File: src/rtl/branch_ctrl.sv
// branch_ctrl: branch/call/return resolution between decode and the PC mux.
//
// Holds a 3-bit condition register, a run-time-writable branch target table
// and a circular return-address stack (RAS). branch/address are combinational
// from the current decode inputs and registered state; all state updates on
// the rising clock edge.
//
// Parameters:
//   ADDR_W    - PC / target address width
//   IMM_W     - branch immediate (table index) width
//   TBL_DEPTH - target table entries (<= 2**IMM_W)
//   RAS_DEPTH - return-address stack entries (power of 2, >= 2)
//
// Ports:
//   clk, reset            - clock, synchronous active-low reset
//   equal, less           - comparator results
//   w_flag, flag_in       - condition register write
//   branch_instr, call_instr, ret_instr - decode strobes (ret > call > branch)
//   immediate, pc         - table index, current PC
//   tbl_we/waddr/wdata    - target table write port
//   address, branch       - redirect target and take-redirect
//   ras_ovf               - sticky push-while-full
//   ras_unf               - one-cycle pulse after a return on an empty RAS
//   taken_cnt, not_taken_cnt - statistics counters
//
// Optional feature macro BRANCH_STATS_EN: when defined, taken_cnt and
// not_taken_cnt are saturating 16-bit counters; otherwise both read 0.

module branch_ctrl #(
  parameter int unsigned ADDR_W    = 10,
  parameter int unsigned IMM_W     = 5,
  parameter int unsigned TBL_DEPTH = 32,
  parameter int unsigned RAS_DEPTH = 4
) (
  input  logic              clk,
  input  logic              reset,
  input  logic              equal,
  input  logic              less,
  input  logic              w_flag,
  input  logic [2:0]        flag_in,
  input  logic              branch_instr,
  input  logic              call_instr,
  input  logic              ret_instr,
  input  logic [IMM_W-1:0]  immediate,
  input  logic [ADDR_W-1:0] pc,
  input  logic              tbl_we,
  input  logic [IMM_W-1:0]  tbl_waddr,
  input  logic [ADDR_W-1:0] tbl_wdata,
  output logic [ADDR_W-1:0] address,
  output logic              branch,
  output logic              ras_ovf,
  output logic              ras_unf,
  output logic [15:0]       taken_cnt,
  output logic [15:0]       not_taken_cnt
);

  localparam int unsigned PTR_W = $clog2(RAS_DEPTH);
  localparam int unsigned CNT_W = $clog2(RAS_DEPTH + 1);
  localparam logic [CNT_W-1:0] RAS_FULL  = CNT_W'(RAS_DEPTH);
  localparam logic [IMM_W:0]   TBL_LIMIT = (IMM_W + 1)'(TBL_DEPTH);

  logic [2:0]        flag_q, flag_d;
  logic [ADDR_W-1:0] tbl_q [TBL_DEPTH];
  logic [ADDR_W-1:0] tbl_d [TBL_DEPTH];
  logic [ADDR_W-1:0] ras_q [RAS_DEPTH];
  logic [ADDR_W-1:0] ras_d [RAS_DEPTH];
  logic [PTR_W-1:0]  ras_ptr_q, ras_ptr_d;   // next free slot
  logic [CNT_W-1:0]  ras_cnt_q, ras_cnt_d;
  logic              ras_ovf_q, ras_ovf_d;
  logic              ras_unf_q, ras_unf_d;

  logic              cond;
  logic              ret_win, call_win, br_win;
  logic              ras_empty;
  logic              rd_in_range, wr_in_range;
  logic [ADDR_W-1:0] tbl_rd;
  logic [PTR_W-1:0]  ras_top_idx;
  logic [ADDR_W-1:0] pc_inc;

  // Condition evaluated on the registered flag, so a same-cycle w_flag
  // only affects the following cycle.
  always_comb begin
    cond = 1'b0;
    case (flag_q)
      3'b000:  cond = ~equal;
      3'b001:  cond = equal;
      3'b010:  cond = less;
      3'b011:  cond = less | equal;
      3'b100:  cond = 1'b1;
      3'b101:  cond = ~less;
      3'b110:  cond = ~less & ~equal;
      default: cond = 1'b0;
    endcase
  end

  always_comb begin
    ret_win     = ret_instr;
    call_win    = call_instr & ~ret_instr;
    br_win      = branch_instr & ~ret_instr & ~call_instr;
    ras_empty   = (ras_cnt_q == '0);
    rd_in_range = ({1'b0, immediate} < TBL_LIMIT);
    wr_in_range = ({1'b0, tbl_waddr} < TBL_LIMIT);
    tbl_rd      = rd_in_range ? tbl_q[immediate] : '0;
    ras_top_idx = ras_ptr_q - PTR_W'(1);
    pc_inc      = pc + ADDR_W'(1);
  end

  always_comb begin
    branch  = 1'b0;
    address = tbl_rd;
    if (ret_win) begin
      branch  = ~ras_empty;
      address = ras_empty ? '0 : ras_q[ras_top_idx];
    end else if (call_win) begin
      branch  = 1'b1;
    end else if (br_win) begin
      branch  = cond;
    end
    if (!reset) begin
      branch = 1'b0;
    end
  end

  always_comb begin
    flag_d = w_flag ? flag_in : flag_q;
    tbl_d  = tbl_q;
    if (tbl_we && wr_in_range) begin
      tbl_d[tbl_waddr] = tbl_wdata;
    end
  end

  // Full + push overwrites the slot at the write pointer, which holds the
  // oldest entry, so the stack behaves as a circular buffer.
  always_comb begin
    ras_d     = ras_q;
    ras_ptr_d = ras_ptr_q;
    ras_cnt_d = ras_cnt_q;
    ras_ovf_d = ras_ovf_q;
    ras_unf_d = 1'b0;
    if (ret_win) begin
      if (ras_empty) begin
        ras_unf_d = 1'b1;
      end else begin
        ras_ptr_d = ras_ptr_q - PTR_W'(1);
        ras_cnt_d = ras_cnt_q - CNT_W'(1);
      end
    end else if (call_win) begin
      ras_d[ras_ptr_q] = pc_inc;
      ras_ptr_d        = ras_ptr_q + PTR_W'(1);
      if (ras_cnt_q == RAS_FULL) begin
        ras_ovf_d = 1'b1;
      end else begin
        ras_cnt_d = ras_cnt_q + CNT_W'(1);
      end
    end
  end

  always_ff @(posedge clk) begin
    if (!reset) begin
      flag_q    <= '0;
      ras_ptr_q <= '0;
      ras_cnt_q <= '0;
      ras_ovf_q <= 1'b0;
      ras_unf_q <= 1'b0;
      for (int unsigned i = 0; i < TBL_DEPTH; i++) begin
        tbl_q[i] <= '0;
      end
      for (int unsigned i = 0; i < RAS_DEPTH; i++) begin
        ras_q[i] <= '0;
      end
    end else begin
      flag_q    <= flag_d;
      ras_ptr_q <= ras_ptr_d;
      ras_cnt_q <= ras_cnt_d;
      ras_ovf_q <= ras_ovf_d;
      ras_unf_q <= ras_unf_d;
      for (int unsigned i = 0; i < TBL_DEPTH; i++) begin
        tbl_q[i] <= tbl_d[i];
      end
      for (int unsigned i = 0; i < RAS_DEPTH; i++) begin
        ras_q[i] <= ras_d[i];
      end
    end
  end

  assign ras_ovf = ras_ovf_q;
  assign ras_unf = ras_unf_q;

`ifdef BRANCH_STATS_EN
  logic [15:0] taken_cnt_q, taken_cnt_d;
  logic [15:0] not_taken_cnt_q, not_taken_cnt_d;

  always_comb begin
    taken_cnt_d     = taken_cnt_q;
    not_taken_cnt_d = not_taken_cnt_q;
    if (branch && (taken_cnt_q != '1)) begin
      taken_cnt_d = taken_cnt_q + 16'd1;
    end
    if (br_win && !cond && (not_taken_cnt_q != '1)) begin
      not_taken_cnt_d = not_taken_cnt_q + 16'd1;
    end
  end

  always_ff @(posedge clk) begin
    if (!reset) begin
      taken_cnt_q     <= '0;
      not_taken_cnt_q <= '0;
    end else begin
      taken_cnt_q     <= taken_cnt_d;
      not_taken_cnt_q <= not_taken_cnt_d;
    end
  end

  assign taken_cnt     = taken_cnt_q;
  assign not_taken_cnt = not_taken_cnt_q;
`else
  assign taken_cnt     = '0;
  assign not_taken_cnt = '0;
`endif

endmodule

File: config.mk
export PLATFORM = sky130hd
export DESIGN_NAME = branch_ctrl
export DESIGN_NICKNAME = d
export VERILOG_FILES = /design/src/rtl/branch_ctrl.sv
export SDC_FILE = /design/constraint.sdc
export NUM_CORES = 1
export LEC_CHECK = 0
export CAP_MARGIN = 20
export CORE_MARGIN = 3
export CORE_UTILIZATION = 50
export CTS_BUF_LIST = sky130_fd_sc_hd__clkbuf_4
export CTS_CLUSTER_DIAMETER = 30
export DETAILED_ROUTE_END_ITERATION = 8
export GPL_TIMING_DRIVEN = 0
export MAX_ROUTING_LAYER = met4
export PLACE_DENSITY = 0.82
export SYNTH_ARGS = -nofsm -noshare
export SYNTH_HDL_FRONTEND = slang
export SYNTH_SLANG_ARGS = --single-unit
File: constraint.sdc
create_clock -name clk -period 2.3 [get_ports clk]
set_input_delay 0.46 -clock clk [delete_from_list [all_inputs] [get_ports clk]]
set_output_delay 0.46 -clock clk [all_outputs]
set_load 0.005 [all_outputs]
# After elaboration in Yosys (flattened, before gate mapping)
# Cells that the tools add are included.
[classes] addsub=5 n_lt_le_gt_ge=6 eq_ne=9 muxes=27 bitwise_logic=14 reduce_logical=10
[ops] op="320-bit bitwise mux" n=1
[ops] op="10-bit two-way mux" n=8
[ops] op="10-bit binary-select mux with 5-bit select" n=1
[ops] op="10-bit demux with 5-bit select" n=1
[ops] op="40-bit bitwise mux" n=1
[ops] op="10-bit binary-select mux with 2-bit select" n=1
[ops] op="10-bit demux with 2-bit select" n=1
[ops] op="3-bit == test (second input constant)" n=4
[ops] op="6-bit >= comparator (second input constant)" n=2
[ops] op="3-bit two-way mux" n=4
[ops] op="5-bit NOT with 6-bit output" n=2
[ops] op="10-bit by 1-bit adder with 10-bit output (second input constant)" n=1
[ops] op="1-bit case mux with 7 select lines" n=1
[ops] op="3-bit by 2-bit == test with 1-bit output (second input constant)" n=2
[ops] op="3-bit >= comparator (second input constant)" n=2
[ops] op="3-bit logical NOT" n=2
[ops] op="6-bit by 1-bit < comparator with 1-bit output (second input constant)" n=1
[ops] op="2-bit two-way mux" n=3
[ops] op="2-bit NOT with 3-bit output" n=2
[ops] op="2-bit AND reduction" n=3
[ops] op="3-bit AND reduction" n=2
[ops] op="1-bit two-way mux" n=5
[ops] op="1-bit NOT" n=5
[ops] op="1-bit AND" n=4
[ops] op="other kinds (10)" n=12
[totals] regBits=370 in_bits=42 output_inout_bits=45 word_cells=112

# Depth between registers and ports, before layout
[logic_depth] word_depth=7 depth_mapped=8 depth_no_buf=6

# Worst setup path after synthesis
# OpenSTA, ideal clock, no wires.
[synth_timing] path_type="reg-to-output" startpoint="register ras_ptr_q[0]" endpoint="output address[2]" arrival_ps=1906 t_required_ps=1840 setup_slack_ps=-66 stages_incl_launch_ff=8 path_buffers=2 path_cell_list="dfxtp_1 -> buf_2 -> inv_1 -> ha_1 -> clkbuf_1 -> mux4_2 -> inv_1 -> o22ai_1"
[synth_between] elab_chain_cells=7
[synth_lines] element="start: declaration" line="67" text="logic [PTR_W-1:0] ras_ptr_q, ras_ptr_d;"
[synth_lines] element="start signal: assignment" line="173" text="ras_ptr_q <= ras_ptr_d;"
[synth_lines] element="2-bit by 1-bit subtractor with 2-bit output" line="104" text="ras_top_idx = ras_ptr_q - PTR_W'(1);"
[synth_lines] element="2-bit NOT with 3-bit output (implied by the code)" line="113" text="address = ras_empty ? '0 : ras_q[ras_top_idx];"
[synth_lines] element="10-bit binary-select mux with 2-bit select" line="113"
[synth_lines] element="10-bit two-way mux (implied by the code) (2 in a row)" line="113"
[synth_lines] element="10-bit two-way mux" line="113"
[synth_lines] element="10-bit two-way mux" line="111" text="if (ret_win) begin"
[synth_lines] element="end: declaration" line="49" text="output logic [ADDR_W-1:0] address,"
# No other way between the ends. The select of a mux whose other input is x is not followed.

# Worst setup path in the final report
[layout_timing] startpoint="input immediate[2]" endpoint="output address[1]"
[layout_between] elab_chain_cells=5
[layout_lines] element="start: declaration" line="44" text="input logic [IMM_W-1:0] immediate,"
[layout_lines] element="5-bit NOT with 6-bit output (implied by the code)" line="103" text="tbl_rd = rd_in_range ? tbl_q[immediate] : '0;"
[layout_lines] element="10-bit binary-select mux with 5-bit select" line="103"
[layout_lines] element="10-bit two-way mux (implied by the code) (2 in a row)" line="103"
[layout_lines] element="10-bit two-way mux" line="111"
# No other way between the ends. The select of a mux whose other input is x is not followed.

==> metrics.txt <==
Hold Path Sink ras_cnt_q[0]; Final Util 59.4%; largest net degree at the start of global routing 14; #FFs+latches synth 370; Worst Hold Launch ret_instr; RSZ-0062 raised after global routing true; DR vias 14505; Startpoint Class primary input; post-route setup slack -0.725 ns; core outline area 33000 sq um; class of the worst hold path in -> reg; register-to-register setup slack 0.50 ns; Cell Rows 66; Slew HR 31.5%; cell count after synthesis 1759; width of the die 191 microns; Min Clock Period, post-route 3.02 ns; CTS Buf Count 97; hold path cells 4; Worst EP arrival 2.56 ns; hpwl dp 36000 microns; cell taking the most area after synthesis dfxtp_1; final hold vios 0; FF-to-FF Start ras_ptr_q[0]; die extent in y 191 microns; proportion of layout cells with a drive suffix above 1 19.1%; # DRC 0; failing checks negative setup slack; Ys Warns 0; Cell variety after synth 47; ranking of synthesized cells by area dfxtp_1 (44%), mux2i_1 (18%), mux4_2 (6.6%); hold buffer count at CTS 0; fin nets 1988; Post-synth ARST share 0%; post-synth top area share 43.5%; leak pwr 7.58 nW; reg2reg end ras_q[18]; post-synthesis sequential area ratio 43.5%; Final Wtd Congestion 0.995; Total GRT Usage 29.6%; per-cell routed wire length 21.7 microns; CTS Sinks 370; total chip power 0.0141 W; critical path required time 1.84 ns; IO buf count 45; Worst-path clk slew 0.06 ns; antenna-violating nets left 0; Clock Latency Late Sink 0.78 ns; crit-path max FO 10; number of global-route vias before repair 14248; H-tree depth 3; Slew Viols, Final 0; vias per inst 5.93; worst clock skew 0.0115 ns; area delta synth->final 15.3%; Starting Density 51.5%; Worst-Margin Slew 1.03 ns; initial DRC count 1684; Max Root-Sink Buffers 3; Post-synth EDFFs 0; first-pass GRT wire length 80300 microns; Worst Setup Path Type in -> out; drt first pass iters 8; crit share post-route 132%; max frequency 0.331 GHz; TritonCTS clock tree done; crit end category output port; Syn Area/Cell 9.68 sq um; gr ovfl total 0; max-cap viol count 0; Post-Syn Area 17000 sq um; worst vdd ir 0.754 mV; Synth Flop Type dfxtp_1; Final setup viols 11; status finished, violations left; cells on worst reg2reg path 8; Total Wirelength 53000 microns; Min Hold Slack 0.261 ns; Pwr Density 720 nW/um^2; Die Footprint 36300 sq um; initial antenna violation count 1; Top-Level Pins 87; Root Driver clkbuf_4
## critical path, cell delays in order
cell	delay (ns)
buf_2	0.24
nor2b_1	0.28
clkbuf_1	0.47
a22oi_1	0.23
a21oi_1	0.39
a211o_1	0.20
o22ai_2	0.11
buf_2	0.17
## metal layers
layer | wire [microns] | global-route usage, % | part of all wire (%)
met1 | 20900 | 37.5 | 39
met2 | 23600 | 44.3 | 45
met3 | 5070 | 6.32 | 9.6
met4 | 3370 | 16.4 | 6.4
met5 | 0 | - | 0
## Yosys cell counts, drive strengths merged (3+ instances only)
master  count
dfxtp     370
mux2i     298
nor2      294
a21oi     134
nand2     124
clkbuf    107
nand3     106
buf        76
mux4       50
a211oi     36
mux2       29
a22oi      21
o22ai      20
inv        17
a211o      10
a221oi     10
and2        6
xnor2       6
ha          5
xor2        5
nor3b       4
o21ai       4
and3        3
nand3b      3
nor2b       3
nor3        3
## final cells by class
cell class | instances | area [sq um]
clock buffers | 136 | 1020
clock inverters | 26 | 181
diodes | 1 | 2.50
multi-input cells | 1220 | 8960
plain buffers | 182 | 956
well taps | 442 | 553
flip-flops and latches | 370 | 7430
inverters | 17 | 63.8
fillers | 2755 | 13400
repair buffers | 52 | 445
## report_power, final
part	switching (W)	internal (W)
sequential	0.0000814	0.00654
combinational	0.00111	0.000647
clock	0.00272	0.00304
total	0.00391	0.0102
## stage by stage
stage,instances,instance area [sq um],setup WS [ns],TNS [ns]
2_1_floorplan,1790,17100,0.0504,0
3_3_place_gp,2277,18100,-1.34,-56.42
3_5_place_dp,2278,18100,-1.27,-74.68
4_1_cts,2444,19600,-0.760,-7.37
5_1_grt,2446,19600,-0.775,-7.59
6_report,2446,19600,-0.725,-6.98
## cell usage in the layout, fill, tap and decap left out, types with 36 or more instances in the layout
cell type	count
nor2_1	278
buf_2	36
a21oi_1	134
mux2i_1	298
nand3_1	106
mux4_2	50
clkbuf_4	136
dfxtp_1	354
a211oi_1	36
nand2_1	122
buf_4	44
clkbuf_1	103
## registers in the layout, summed over array words and instances, names as in the netlist
signal and flops:
tbl_q 320, ras_unf 1, flag_q 3, ras_ptr_q 2
ras_q 40, ras_ovf 1, ras_cnt_q 3
## kinds of logic after synthesis
logic type,after synthesis,synth area share (%)
adder cells (fa/ha/maj),6,0.485
AND/OR/NAND/NOR,553,14.6
buffers and inverters,200,5.90
multiplexers,377,26.1
other,1,0.0220
XOR/XNOR,11,0.566
AO/OA/AOI/OAI,241,8.89
flip-flops,370,43.5
## worst max-delay path by stage
stage	start	to	depth (start not counted)
floorplan	immediate[1]	address[2]	7
detailed placement	immediate[1]	address[0]	9
global placement	immediate[1]	address[0]	9
finish	immediate[2]	address[1]	8
CTS	tbl_q[207]	address[7]	5
global route	tbl_q[222]	address[2]	5
## repair_timing
action                     CTS  global route
setup endpoints to repair   11            11
pin swaps                   21             3
buffers inserted             5             1
resized for setup           96            11
(Power assumes the default switching activity.)
